`config.mk`:
```
export PLATFORM = sky130hd
export DESIGN_NAME = ram_fifo_ctrl
export DESIGN_NICKNAME = d
export VERILOG_FILES = /design/src/rtl/ram_fifo_pkg.sv /design/src/rtl/ram_fifo_obuf.sv /design/src/rtl/ram_fifo_ctrl.sv
export SDC_FILE = /design/constraint.sdc
export NUM_CORES = 1
export LEC_CHECK = 0
export ABC_AREA = 1
export BUFFER_PORTS_ARGS = -buffer_cell sky130_fd_sc_hd__buf_2
export CELL_PAD_IN_SITES_DETAIL_PLACEMENT = 1
export CELL_PAD_IN_SITES_GLOBAL_PLACEMENT = 1
export CORE_AREA = 2 2 104 106
export CTS_BUF_LIST = sky130_fd_sc_hd__clkbuf_16
export CTS_CLUSTER_DIAMETER = 30
export DETAILED_ROUTE_END_ITERATION = 7
export DIE_AREA = 0 0 106 108
export GPL_TIMING_DRIVEN = 0
export PLACE_DENSITY_LB_ADDON = 0.1
export SKIP_CTS_REPAIR_TIMING = 1
export SYNTH_ARGS = -nofsm -noshare
export SYNTH_HDL_FRONTEND = slang
export SYNTH_SLANG_ARGS = --single-unit
export TNS_END_PERCENT = 50
```
`constraint.sdc`:
```
create_clock -name clk -period 3.2 [get_ports clk]
set_input_delay 0.16 -clock clk [delete_from_list [all_inputs] [get_ports clk]]
set_output_delay 0.16 -clock clk [all_outputs]
set_load 0.05 [all_outputs]
```
`src/rtl/ram_fifo_pkg.sv`:
```
// ============================================================================
// Module      : ram_fifo_pkg
// Description : Shared constants and helpers for the RAM-backed FIFO
//               controller (skid-buffer depth, pointer wrap, level width).
// Revision    : 1.0 - initial release
// ============================================================================
`default_nettype none

package ram_fifo_pkg;

    // Output skid buffer depth. The read-issue rule and the 1-bit indices
    // inside ram_fifo_obuf both assume exactly two entries.
    localparam int OBUF_DEPTH = 2;

    // Advance a circular pointer, wrapping depth-1 -> 0.
    function automatic int unsigned next_ptr(input int unsigned ptr,
                                             input int unsigned depth);
        return (ptr >= depth - 32'd1) ? 32'd0 : ptr + 32'd1;
    endfunction

    // Width of the level count. It must hold DEPTH + OBUF_DEPTH, where
    // DEPTH = 2**awid.
    function automatic int level_w(input int awid);
        return awid + 2;
    endfunction

    // Level count type for the default geometry (AWID = 8).
    typedef logic [level_w(8)-1:0] level_t;

endpackage

`default_nettype wire

```
`src/rtl/ram_fifo_obuf.sv`:
```
// ============================================================================
// Module      : ram_fifo_obuf
// Description : Two-entry skid buffer that captures registered RAM read data
//               and presents the FIFO head. Supports capture and pop in the
//               same cycle. clr empties it and drops a same-cycle capture.
// Revision    : 1.0 - initial release
// ============================================================================
`default_nettype none

module ram_fifo_obuf
    import ram_fifo_pkg::*;
#(
    parameter int DWID = 16
) (
    input  logic            clk,
    input  logic            rst_n,
    input  logic            clr,
    input  logic            push,
    input  logic [DWID-1:0] push_data,
    input  logic            pop,
    output logic            valid,
    output logic [DWID-1:0] data,
    output logic [1:0]      cnt
);

    // The 1-bit head/tail indices are sized for OBUF_DEPTH == 2.
    logic [DWID-1:0] r_mem [OBUF_DEPTH];
    logic            r_head;
    logic            r_tail;
    logic [1:0]      r_cnt;
    logic            w_push;

    // Capture is suppressed during a clear, so an in-flight word is dropped.
    assign w_push = push & ~clr;

    // Storage has no reset. Only the occupancy bookkeeping decides validity.
    always_ff @(posedge clk) begin
        if (w_push) begin
            r_mem[r_tail] <= push_data;
        end
    end

    // Head/tail indices and occupancy count.
    always_ff @(posedge clk) begin
        if (!rst_n || clr) begin
            r_head <= 1'b0;
            r_tail <= 1'b0;
            r_cnt  <= 2'd0;
        end else begin
            if (w_push) begin
                r_tail <= ~r_tail;
            end
            if (pop) begin
                r_head <= ~r_head;
            end
            r_cnt <= r_cnt + {1'b0, w_push} - {1'b0, pop};
        end
    end

    assign valid = (r_cnt != 2'd0);
    assign data  = r_mem[r_head];
    assign cnt   = r_cnt;

endmodule

`default_nettype wire

```
`src/rtl/ram_fifo_ctrl.sv`:
```
// ============================================================================
// Module      : ram_fifo_ctrl
// Description : Valid/ready streaming FIFO built on a dual-port RAM (ram2p).
//               Port A is the write port and port B is the read port. Reads
//               are issued ahead into a 2-entry skid buffer. This hides the
//               1-cycle registered read latency and sustains 1 word/cycle.
// Options     : `define RAM_FIFO_CTRL_FLUSH_EN adds a synchronous 'flush'
//               input that empties the FIFO for one cycle.
// Revision    : 1.0 - initial release
// ============================================================================
`default_nettype none

module ram_fifo_ctrl
    import ram_fifo_pkg::*;
#(
    parameter int DEPTH = 256,
    parameter int AWID  = 8,
    parameter int DWID  = 16
) (
    input  logic              clk,
    input  logic              rst_n,
`ifdef RAM_FIFO_CTRL_FLUSH_EN
    input  logic              flush,
`endif
    input  logic              wr_valid,
    output logic              wr_ready,
    input  logic [DWID-1:0]   wr_data,
    output logic              rd_valid,
    input  logic              rd_ready,
    output logic [DWID-1:0]   rd_data,
    output logic [AWID+1:0]   level,
    output logic              a_we,
    output logic [AWID-1:0]   a_addr,
    output logic [DWID-1:0]   a_din,
    output logic              b_we,
    output logic [AWID-1:0]   b_addr,
    input  logic [DWID-1:0]   b_dout
);

    typedef logic [level_w(AWID)-1:0] lvl_t;

    localparam logic [AWID:0] C_DEPTH = (AWID+1)'(DEPTH);

    logic [AWID-1:0] r_wr_ptr;
    logic [AWID-1:0] r_rd_ptr;
    logic [AWID:0]   r_ram_words;
    logic            r_inflight;

    logic            w_flush;
    logic            w_push;
    logic            w_pop;
    logic            w_issue;
    logic            w_obuf_valid;
    logic [1:0]      w_obuf_cnt;
    logic [2:0]      w_obuf_need;
    lvl_t            w_level;

`ifdef RAM_FIFO_CTRL_FLUSH_EN
    assign w_flush = flush;
`else
    assign w_flush = 1'b0;
`endif

    // Write side: the RAM write goes straight from the upstream handshake.
    assign wr_ready = rst_n & ~w_flush & (r_ram_words != C_DEPTH);
    assign w_push   = wr_valid & wr_ready;
    assign a_we     = w_push;
    assign a_addr   = rst_n ? r_wr_ptr : '0;
    assign a_din    = wr_data;

    // Read side: port B is read-only.
    assign b_we     = 1'b0;
    assign b_addr   = rst_n ? r_rd_ptr : '0;
    assign rd_valid = rst_n & w_obuf_valid;
    assign w_pop    = rd_valid & rd_ready;

    // Skid slots already committed once this cycle's pop retires. Issue a
    // read only if a slot is left for it. pop implies obuf_cnt >= 1, so the
    // subtraction cannot underflow.
    assign w_obuf_need = {1'b0, w_obuf_cnt} + {2'b00, r_inflight} - {2'b00, w_pop};
    assign w_issue     = rst_n & ~w_flush & (r_ram_words != '0) & (w_obuf_need <= 3'd1);

    // Pointers, RAM occupancy and the one-deep read-in-flight flag.
    always_ff @(posedge clk) begin
        if (!rst_n || w_flush) begin
            r_wr_ptr    <= '0;
            r_rd_ptr    <= '0;
            r_ram_words <= '0;
            r_inflight  <= 1'b0;
        end else begin
            if (w_push) begin
                r_wr_ptr <= AWID'(next_ptr(32'(r_wr_ptr), 32'(DEPTH)));
            end
            if (w_issue) begin
                r_rd_ptr <= AWID'(next_ptr(32'(r_rd_ptr), 32'(DEPTH)));
            end
            r_ram_words <= r_ram_words + {{AWID{1'b0}}, w_push}
                                       - {{AWID{1'b0}}, w_issue};
            r_inflight  <= w_issue;
        end
    end

    // b_dout is valid in the cycle after the read is issued. It is captured
    // at the end of that cycle.
    ram_fifo_obuf #(
        .DWID (DWID)
    ) u_obuf (
        .clk       (clk),
        .rst_n     (rst_n),
        .clr       (w_flush),
        .push      (r_inflight),
        .push_data (b_dout),
        .pop       (w_pop),
        .valid     (w_obuf_valid),
        .data      (rd_data),
        .cnt       (w_obuf_cnt)
    );

    // level counts every word held: in RAM, in the read pipe and in the
    // skid buffer.
    assign w_level = lvl_t'(r_ram_words) + lvl_t'(r_inflight) + lvl_t'(w_obuf_cnt);
    assign level   = rst_n ? w_level : '0;

endmodule

`default_nettype wire

```
==> key figures, run 1 <==
Routing
  • Post-route ant nets: 0
  • Wire length per cell: 13.2 um
  • Starting DRT DRC Count: 80
  • Drt first pass iters: 4
  • Avg Vias per Cell: 4.54
  • Post-route DRC: 0
  • Via count: 2967
  • Total wire length: about 8600 um

Clock network
  • Clock root buffer master: clkbuf_16
  • Clk sinks: 63
  • H-tree depth: 3
  • Num CTS Buffers: 9
  • Worst skew pair latency: roughly 330 ps
  • Clock slew at reported path FFs: approximately 60 ps
  • Clock Path Buffers: 2
  • TritonCTS clock tree: built

Logic synthesis
  • Register area share after synthesis: roughly 44%
  • Yosys reg bits: 63
  • Post-synth net total: around 480
  • Mapped cell area: roughly 3600 sq um
  • Cell count after synthesis: between 400 and 500
  • Ys Warns: 0
  • Netlist cell types: 26
  • Synthesized area per cell: roughly 8.6 sq um

Floorplanning
  • Boundary Pins: 98
  • Initial Utilization: 34.8%
  • Die X: 106 um
  • DIE HEIGHT: ~110 um
  • Rows: 37
  • CORE AREA: 10200 sq um
  • Die area: around 11000 sq um

Timing
  • RSZ-0062 raised after global routing: yes
  • Crit path time final: ~3300 ps
  • Fin. Hold Viols: 0
  • Max Freq: between 200 and 300 MHz
  • Slew headroom: 43.6%
  • Final WS setup: -144 ps
  • Worst Tran Pin Value: roughly 840 ps
  • Worst Skew: ~7.4 ps
  • Final setup viols: 5
  • Max Transition Viols Final: 0
  • Hold Slack: ~17 ps
  • Tcrit/Tclk final: 105%

Min path
  • Worst hold path class: input pin to flip-flop

Setup path
  • Crit path to: r_ram_words[8]$_SDFF_PN0_
  • Reg2Reg Capture Point: r_ram_words[8]$_SDFF_PN0_
  • Slowest stage delay, CP: about 480 ps
  • Critical R2R Launch: u_obuf.cnt[1]$_SDFF_PN0_
  • Crit path arrival time: around 3600 ps
  • Reg2Reg Setup Slack: -140 ps
  • CP Class: flip-flop to flip-flop
  • Crit-path slowest cell: fa_1
  • Worst path depth: 23
  • Largest delay share family, worst path: adder cells
  • CP Data Required Time: roughly 3400 ps
  • Cells on worst reg2reg path: 23
  • CP Cell Sequence: inv_6, a21oi_4, nand2_2, inv_2, ha_4, inv_2, ha_4, fa_1, inv_1, nand2_2, nor3b_4, nand2_2, inv_4, ha_4, inv_2, ha_4, fa_2, nand2_2, nand3_4, nand4_1, nand3_1, nand2_1, nor2_1
  • Element type at the critical path start: flip-flop
  • Crit-path max FO: 4
  • Buffers and inverters on the worst path: 6
  • CP endpoint kind: flip-flop
  • CP Launch Point: u_obuf.cnt[1]$_SDFF_PN0_

Global routing
  • Busiest metal layer after global routing: met2
  • Vias in the first global route: between 3000 and 4000
  • First-pass GRT wire length: about 14000 um
  • Global route overflow: 0
  • Largest net degree at the start of global routing: 18
  • Met2 GRT Util: between 20% and 30%
  • GRT met1 Usage: between 10% and 20%
  • Total track usage: 16.1%
  • M3 GR Usage: 2.83%
  • Number of antenna violations at the first check in global routing: 0

Finish
  • FILL cells: approximately 1200
  • Area delta synth->final: 29.4%
  • Layout Nets: around 580
  • Fin util: a little under half
  • Share of layout cells above drive strength 1: between 30% and 40%
  • Inserted Diodes: 0

Run status
  • Status: finished, violations left
  • Failing checks: negative setup slack

Placed design
  • Post-DP HPWL: between 6000 and 7000 um
  • Quantity of I/O buffers inserted on ports: 80
  • Final Wtd Congestion: ~0.78

Power and ir drop
  • Max VDD drop: 0.333 mV
  • Leakage: 2.25 nW
  • PD cells: 931 nW/um^2

Job
  • Max-cap violation count: 0
## flip-flops by register name (all words and copies together) (netlist names), named ones only
signal and flops:
u_obuf.cnt 2, u_obuf.r_mem 32, r_wr_ptr 8, r_ram_words 9, r_inflight 1, r_rd_ptr 8, u_obuf.r_tail 1, u_obuf.r_head 1
## synth_stat cells
library cell	number	area, sq um
edfxtp_1	32	961
nor3_1	5	25.0
o21ai_0	18	90.1
nor2_1	35	131
inv_1	76	285
buf_4	18	135
xor2_1	4	35.0
o21bai_1	2	15.0
buf_6	1	11.3
nand4_2	2	25.0
clkbuf_1	4	15.0
buf_2	3	15.0
nand3_1	22	110
dfxtp_1	31	621
fa_1	4	80.1
nand4_1	10	62.6
mux2_2	16	180
a21oi_1	20	100
conb_1	1	3.75
nand2_1	82	308
nand2_2	1	6.26
o21ai_2	2	17.5
nor3b_4	1	18.8
ha_1	23	288
nor2_4	1	11.3
o21bai_2	1	11.3
## stage by stage
stage / instances / power (W) / setup slack [ps] / instance area (sq um) / TNS (ps)
2_1_floorplan: 415 / 0.00266 / -314 / 3600 / -1520
3_3_place_gp: 631 / 0.00304 / -571 / 4170 / -3480
3_5_place_dp: 631 / 0.00311 / -640 / 4170 / -3800
4_1_cts: 647 / 0.00416 / -493 / 4480 / -2560
5_1_grt: 653 / 0.00463 / -320 / 4610 / -1570
6_report: 653 / 0.00429 / -144 / 4610 / -301
## how the worst min path moves through the flow
stage                     depth (start not counted)                             to  startpoint
after floorplan                                   0   u_obuf.r_mem[0][0]$_DFFE_PP_   b_dout[0]
after global placement                            1   u_obuf.r_mem[0][1]$_DFFE_PP_   b_dout[1]
after detailed placement                          1  u_obuf.r_mem[1][13]$_DFFE_PP_  b_dout[13]
after CTS                                         1  u_obuf.r_mem[0][13]$_DFFE_PP_  b_dout[13]
after global routing                              1  u_obuf.r_mem[0][11]$_DFFE_PP_  b_dout[11]
final                                             1  u_obuf.r_mem[0][13]$_DFFE_PP_  b_dout[13]
## per-layer routing
metal | up-vias | wire [um]
li1 | 1512 | -
met1 | 1374 | 3940
met2 | 67 | 4110
met3 | 14 | 354
met4 | 0 | 230
met5 | - | 0
## area by class of cell
class	instances	area, sq um	area share [%]
Multi-Input combinational cell	250	1620	35.2
Sequential cell	63	1590	34.4
Timing Repair Buffer	86	445	9.66
Inverter	76	295	6.40
Clock buffer	9	225	4.88
Buffer	26	176	3.83
Tap cell	136	170	3.69
Clock inverter	7	88.8	1.93
## report_power, final
| group | total (W) | leakage, nW | internal [W] | switching (W) |
|---|---|---|---|---|
| clock network | 0.00104 | 0.154 | 0.000676 | 0.000361 |
| registers | 0.00118 | 0.550 | 0.00105 | 0.000129 |
| logic | 0.00208 | 1.54 | 0.000685 | 0.00139 |
## kinds of logic after synthesis
| family | share of synthesized area, % |
|---|---|
| other cells | 0.105 |
| mux | 5.06 |
| flops | 44.4 |
| compound gates | 6.57 |
| buf+inv | 13.0 |
| simple gates | 19.6 |
| fa+ha+maj | 10.3 |
| xor+xnor | 0.983 |
## cells in the final DEF, fill, tap and decap left out, types with 2 or more instances in the layout
cell,netlist,layout
nor3_1,5,5
ha_1,23,19
clkbuf_16,0,9
a21oi_1,20,16
nand4_2,2,2
a21oi_2,0,3
nand4_1,10,10
mux2_2,16,16
buf_4,18,24
inv_1,76,71
nand3_1,22,21
nand2_2,1,5
bufinv_16,0,2
edfxtp_1,32,32
dfxtp_1,31,29
inv_4,0,2
xor2_1,4,4
inv_2,0,3
o21bai_1,2,2
ha_4,0,4
nand2_1,82,78
fa_1,4,3
o21ai_0,18,17
nor2_1,35,34
clkbuf_1,4,4
buf_2,3,83
o21ai_2,2,3
No activity file was read; power rests on OpenSTA's default activity.
==> run 2, diff against run 1 <==
BUFFER_PORTS_ARGS = -buffer_cell sky130_fd_sc_hd__clkbuf_2   (was -buffer_cell sky130_fd_sc_hd__buf_2)
==> run 2 against run 1 <==
The flow still finishes with violations (negative setup slack). Critical path type unchanged. Fmax fell by 1.2%. Setup slack got worse by 41 ps. Final area rose by 0.62%. Wire length rose by 5.0%. Largest cell class unchanged. Critical path depth did not move. Combinational power rose by 5%.
==> key figures, run 2 (same netlist as run 1, synthesis figures left out) <==
Run status
  • Status: finished, violations left
  • Failing checks: negative setup slack

Floorplanning
  • Die area: 11400 sq um (unchanged)
  • Die X: 106 um (unchanged)
  • Boundary Pins: 98 (unchanged)
  • Initial Utilization: 34.8% (unchanged)
  • DIE HEIGHT: 108 um (unchanged)
  • Rows: 37 (unchanged)
  • CORE AREA: 10200 sq um (unchanged)

Finish
  • Design Area, Final: 4640 sq um (+0.62%)
  • Largest regs: u_obuf.r_mem x32, r_ram_words x9
  • Commonest cells after routing, fill and taps aside: clkbuf_2 (80), nand2_1 (78), inv_1 (71)
  • Most common cell after layout, fill and taps aside: clkbuf_2
  • Share of layout cells above drive strength 1: 33.5% (+0.58 points)
  • Register with the most flip-flops: u_obuf.r_mem
  • Layout Nets: 578 (+0.52%)
  • Max FFs per register: 32 (unchanged)
  • Inserted Diodes: 0 (unchanged)
  • Area delta synth->final: 30.2%

Placed design
  • Post-place instance area: 4170 sq um (unchanged)
  • Post-DP HPWL: 6660 um (+1.9%)
  • Place WS: -604 ps (+36.0 ps)
  • Final Wtd Congestion: 0.779 (+0.44%)
  • Quantity of I/O buffers inserted on ports: 80 (unchanged)

Global routing
  • Number of antenna violations at the first check in global routing: 0 (unchanged)
  • First-pass GRT wire length: 14400 um (+0.34%)
  • Vias in the first global route: 3016 (-1.7%)
  • Busiest metal layer after global routing: met2
  • GRT met1 Usage: 18.9% (about the same)
  • Total track usage: 16.0% (about the same)
  • M3 GR Usage: 3.74% (+0.90 points)
  • Largest net degree at the start of global routing: 18 (unchanged)
  • Global route overflow: 0 (unchanged)
  • Met2 GRT Util: 28.9% (+0.83 points)

Power and ir drop
  • Max VDD drop: 0.339 mV (+1.9%)
  • Switching power: 0.00194 W (+2.8%)
  • Combinational power share: 49.5% (+1.1 points)
  • Flop pwr share: 26.9% (-0.6 points)
  • Leakage: 2.25 nW (about the same)
  • Clock Power Share: 23.6% (-0.5 points)
  • Post-layout total power: 0.00440 W (+2.5%)
  • Sw frac: 44.0% (+0.15 points)
  • Cell Int Power: 0.00246 W (+2.2%)
  • PD cells: 948 nW/um^2 (+1.8%)

Setup path
  • Slowest stage delay, CP: 440 ps (-40 ps)
  • Crit-path slowest cell: fa_1
  • Element type at the critical path start: flip-flop
  • CP endpoint kind: flip-flop
  • Reg2Reg Setup Slack: -190 ps (-40 ps)
  • CP Data Required Time: 3420 ps (about the same)
  • CP Cell Sequence: inv_4, a21oi_4, nand2_2, inv_2, ha_4, inv_4, ha_4, fa_1, inv_1, nand2_2, nor3b_4, nand2_2, inv_4, ha_4, inv_2, ha_4, fa_2, nand2_2, nand3_4, buf_4, nand2_2, buf_6, a21oi_2
  • CP Class: flip-flop to flip-flop
  • CP most frequent cell: nand2_2
  • Buffers and inverters on the worst path: 8 (+2)
  • Crit path arrival time: 3610 ps (+40 ps)
  • Largest delay share family, worst path: adder cells
  • Cells on worst reg2reg path: 23 (unchanged)
  • Critical R2R Launch: u_obuf.cnt[0]$_SDFF_PN0_
  • Crit-path max FO: 4 (unchanged)
  • Reg2Reg Capture Point: r_ram_words[4]$_SDFF_PN0_

Clock network
  • Clk sinks: 63 (unchanged)
  • Clock Path Buffers: 2 (unchanged)
  • Worst skew pair latency: 330 ps (about the same)
  • TritonCTS clock tree: built
  • Num CTS Buffers: 9 (unchanged)
  • H-tree depth: 3 (unchanged)
  • Clock slew at reported path FFs: 60 ps (about the same)
  • Clock root buffer master: clkbuf_16

Routing
  • Post-route DRC: 0 (unchanged)
  • Drt first pass iters: 4 (unchanged)
  • Starting DRT DRC Count: 67 (-16%)
  • Total wire length: 9060 um (+5.0%)
  • Avg Vias per Cell: 4.56 (+0.31%)
  • Post-route ant nets: 0 (unchanged)
  • Wire length per cell: 13.8 um (+4.5%)
  • Via count: 2990 (+0.78%)

Timing
  • Fin. Hold Viols: 0 (unchanged)
  • Tcrit/Tclk final: 106% (+1.3 points)
  • Final setup viols: 6 (+1)
  • Worst Tran Pin Value: 834 ps (-11.1 ps)
  • RSZ-0062 raised after global routing: yes
  • Slew headroom: 44.4% (+0.74 points)
  • Max Transition Viols Final: 0 (unchanged)
  • Crit path time final: 3390 ps (+41.3 ps)
  • Final WS setup: -186 ps (-41.3 ps)
  • Worst Skew: 8.17 ps (+0.797 ps)
  • Max Freq: 295 MHz (-1.2%)

Min path
  • Worst hold path class: input pin to flip-flop
  • Hold Path Sink: u_obuf.r_mem[1][2]$_DFFE_PP_
  • Worst Hold Launch: b_dout[2]
  • Worst hold path cell count: 1 (unchanged)

Job
  • Max-cap violation count: 0 (unchanged)
-- run 2: worst max-delay path by stage --
stage / from / to / slack [ps] / cells after the start
floorplan: u_obuf.cnt[1]$_SDFF_PN0_ / r_ram_words[8]$_SDFF_PN0_ / -310 / 23
global placement: rst_n / r_ram_words[8]$_SDFF_PN0_ / -580 / 25
detailed placement: rst_n / r_ram_words[8]$_SDFF_PN0_ / -600 / 25
CTS: u_obuf.cnt[0]$_SDFF_PN0_ / r_ram_words[8]$_SDFF_PN0_ / -450 / 23
global route: u_obuf.cnt[0]$_SDFF_PN0_ / r_ram_words[8]$_SDFF_PN0_ / -380 / 23
finish: u_obuf.cnt[0]$_SDFF_PN0_ / r_ram_words[4]$_SDFF_PN0_ / -190 / 23
-- run 2: power groups by stage --
stage               Combinational [W]  Sequential [W]  Clock [W]
floorplan                     0.00151         0.00115          0
global placement              0.00186         0.00118          0
detailed placement            0.00192         0.00119          0
CTS                           0.00193         0.00118    0.00106
global route                  0.00241         0.00121    0.00110
finish                        0.00218         0.00118    0.00104
-- run 2: per-layer routing --
layer,routed length [um],share of wire [%]
met3,385,4.2
met1,4090,45
met2,4490,50
met4,92,1.0
met5,0,0
-- run 2: through the flow --
stage	setup TNS (ps)	utilization [%]	hold WS, ps	std cells
after floorplan	-1520	-	259	415
after global placement	-3540	40.7	350	631
after detailed placement	-3840	40.7	353	631
after CTS	-2620	43.8	14.6	647
after global routing	-2030	45.3	6.73	656
final	-639	45.3	22.7	656
-- run 2: area by class of cell --
cell class / instances / area (sq um)
multi-input cells: 250 / 1620
clock buffers: 9 / 225
well taps: 136 / 170
flip-flops and latches: 63 / 1590
clock inverters: 7 / 88.8
fillers: 1234 / 5590
inverters: 76 / 298
plain buffers: 26 / 176
repair buffers: 89 / 472
-- run 2: worst reg2reg max path, delay by kind of cell (launching register included) --
kind	cells	cell delay (ps)
and+or+nand+nor	7	690
AOI/OAI and AO/OA	2	190
DFF	1	360
adders and majority gates	6	1400
buffers and inverters	8	640
==> run 3, diff against run 2 <==
==> constraint.sdc (replaced) <==
create_clock -name clk -period 3.2 [get_ports clk]
set_input_delay 0.16 -clock clk [delete_from_list [all_inputs] [get_ports clk]]
set_output_delay 0.16 -clock clk [all_outputs]
set_load 0.005 [all_outputs]
==> run 3 against run 2 <==
The run still ends with negative setup slack left. Sequential power is essentially flat. First-iteration DRC count grew 88%. Core utilization shrank 0.18 points. Cell count is the same. Sequential share of layout area grew 0.14 points. Register-to-register slack is essentially flat. Via count grew 1.3%. Die area is the same. Wire length shrank 1.2%. Non-clock buffer count is the same.
==> key figures, run 3 (same netlist as run 1, synthesis figures left out) <==
Placed design
  • Place WS: -574 ps (+30.1 ps)
  • Final Wtd Congestion: 0.812 (+4.3%)
  • Post-place instance area: 4160 sq um (-0.18%)
  • Post-DP HPWL: 6670 um (+0.13%)
  • Quantity of I/O buffers inserted on ports: 80 (unchanged)

Timing
  • Fin. Hold Viols: 0 (unchanged)
  • Slew headroom: 53.4% (+9.1 points)
  • Worst Tran Pin Value: 698 ps (-136 ps)
  • Final setup viols: 5 (-1)
  • Max Freq: 297 MHz (+0.43%)
  • RSZ-0062 raised after global routing: yes
  • Tcrit/Tclk final: 105% (-0.46 points)
  • Max Transition Viols Final: 0 (unchanged)
  • Final WS setup: -171 ps (+14.6 ps)
  • Crit path time final: 3370 ps (-14.6 ps)
  • Worst Skew: 6.14 ps (-2.03 ps)

Power and ir drop
  • Max VDD drop: 0.291 mV (-14%)
  • Clock Power Share: 26.7% (+3.1 points)
  • PD cells: 842 nW/um^2 (-11%)
  • Combinational power share: 43.0% (-6.5 points)
  • Post-layout total power: 0.00389 W (-12%)
  • Leakage: 2.25 nW (about the same)
  • Flop pwr share: 30.3% (+3.4 points)
  • Cell Int Power: 0.00244 W (-0.88%)
  • Sw frac: 37.2% (-6.8 points)
  • Switching power: 0.00145 W (-25%)

Min path
  • Worst hold path class: input pin to flip-flop

Job
  • Max-cap violation count: 0 (unchanged)

Global routing
  • Largest net degree at the start of global routing: 18 (unchanged)
  • Total track usage: 16.2% (+0.17 points)
  • Met2 GRT Util: 28.7% (-0.18 points)
  • GRT met1 Usage: 19.4% (+0.51 points)
  • M3 GR Usage: 3.50% (-0.24 points)
  • Vias in the first global route: 3064 (+1.6%)
  • Global route overflow: 0 (unchanged)
  • First-pass GRT wire length: 14700 um (+2.1%)
  • Busiest metal layer after global routing: met2
  • Number of antenna violations at the first check in global routing: 0 (unchanged)

Clock network
  • Clock root buffer master: clkbuf_16
  • Worst skew pair latency: 320 ps (about the same)
  • Clock slew at reported path FFs: 60 ps (about the same)
  • Num CTS Buffers: 9 (unchanged)
  • TritonCTS clock tree: built
  • H-tree depth: 3 (unchanged)
  • Clk sinks: 63 (unchanged)
  • Clock Path Buffers: 2 (unchanged)

Finish
  • Design Area, Final: 4620 sq um (-0.40%)
  • Fin util: 45.2% (-0.18 points)
  • Register with the most flip-flops: u_obuf.r_mem
  • Max FFs per register: 32 (unchanged)
  • Share of layout cells above drive strength 1: 32.7% (-0.77 points)
  • Layout Nets: 578 (unchanged)
  • Inserted Diodes: 0 (unchanged)
  • FILL cells: 1249 (+1.2%)
  • Area delta synth->final: 29.7%
  • Most common cell after layout, fill and taps aside: clkbuf_2
  • Commonest cells after routing, fill and taps aside: clkbuf_2 (80), nand2_1 (79), inv_1 (71)
  • Largest regs: u_obuf.r_mem x32, r_ram_words x9

Setup path
  • Element type at the critical path start: flip-flop
  • Crit path arrival time: 3590 ps (-20 ps)
  • CP Data Required Time: 3420 ps (about the same)
  • CP Cell Sequence: inv_4, a21oi_4, nand2_2, inv_2, ha_4, inv_2, ha_4, fa_1, inv_1, nand2_2, nor3b_4, nand2_2, inv_4, ha_4, inv_2, ha_4, fa_2, nand2_2, nand3_4, nand4_1, nand3_1, nand2_1, nor2_1
  • Crit-path slowest cell: fa_1
  • CP Class: flip-flop to flip-flop
  • Crit-path max FO: 3 (-1)
  • Slowest stage delay, CP: 500 ps (+60 ps)
  • CP endpoint kind: flip-flop

Floorplanning
  • Boundary Pins: 98 (unchanged)
  • Rows: 37 (unchanged)
  • Die area: 11400 sq um (unchanged)
  • Die X: 106 um (unchanged)
  • Initial Utilization: 34.8% (unchanged)
  • CORE AREA: 10200 sq um (unchanged)
  • DIE HEIGHT: 108 um (unchanged)

Routing
  • Wire length per cell: 13.6 um (-1.2%)
  • Starting DRT DRC Count: 126 (+88%)
  • Post-route DRC: 0 (unchanged)
  • Via count: 3029 (+1.3%)
  • Drt first pass iters: 4 (unchanged)
  • Total wire length: 8950 um (-1.2%)
  • Post-route ant nets: 0 (unchanged)
  • Avg Vias per Cell: 4.62 (+1.3%)

Run status
  • Status: finished, violations left
  • Failing checks: negative setup slack
==> run 3: per-layer routing <==
metal	vias up	routed length (um)
met5	-	0
met2	64	4480
met3	9	385
met4	0	128
li1	1514	-
met1	1442	3960
==> run 3: path summary, 6_finish.rpt <==
| path | start | end | cells after the start | slack [ps] |
|---|---|---|---|---|
| hold reg to reg | u_obuf.r_head$_SDFFE_PN0P_ | flip-flop | 2 | 520 |
| setup reg to reg | u_obuf.cnt[1]$_SDFF_PN0_ | r_ram_words[8]$_SDFF_PN0_ | 23 | -170 |
| setup / recovery | u_obuf.cnt[1]$_SDFF_PN0_ | r_ram_words[8]$_SDFF_PN0_ | 23 | -170 |
| hold / removal | b_dout[11] | u_obuf.r_mem[0][11]$_DFFE_PP_ | 1 | 30 |
==> run 3: area by class of cell <==
class | instances | area, sq um | share of cell area (%)
multi-input combinational | 250 | 1610 | 34.9
timing repair buffer | 89 | 472 | 10.2
tap | 136 | 170 | 3.68
clock inverter | 7 | 88.8 | 1.92
inverter | 76 | 290 | 6.28
sequential | 63 | 1590 | 34.3
clock buffer | 9 | 225 | 4.87
buffer | 26 | 176 | 3.82
==> run 3: worst max-delay path, delay by kind of cell, from the launching register on <==
| kind | cells | cell delay, ps |
|---|---|---|
| buf+inv | 6 | 380 |
| simple gates | 10 | 960 |
| fa+ha+maj | 6 | 1520 |
| compound gates | 1 | 60 |
| flops | 1 | 360 |
==> run 3: power groups by stage <==
stage | Sequential (W) | Combinational, W | Clock, W
2_1_floorplan | 0.00115 | 0.00103 | 0
3_3_place_gp | 0.00118 | 0.00139 | 0
3_5_place_dp | 0.00119 | 0.00145 | 0
4_1_cts | 0.00117 | 0.00147 | 0.00106
5_1_grt | 0.00120 | 0.00191 | 0.00109
6_report | 0.00118 | 0.00167 | 0.00104
==> run 3: through the flow <==
step	std cells	hold WS, ps	setup TNS [ps]
floorplan	415	259	-177
global placement	631	351	-3120
CTS	648	17.8	-2520
global route	656	16.9	-1690
detailed placement	632	355	-3460
finish	656	27.3	-433
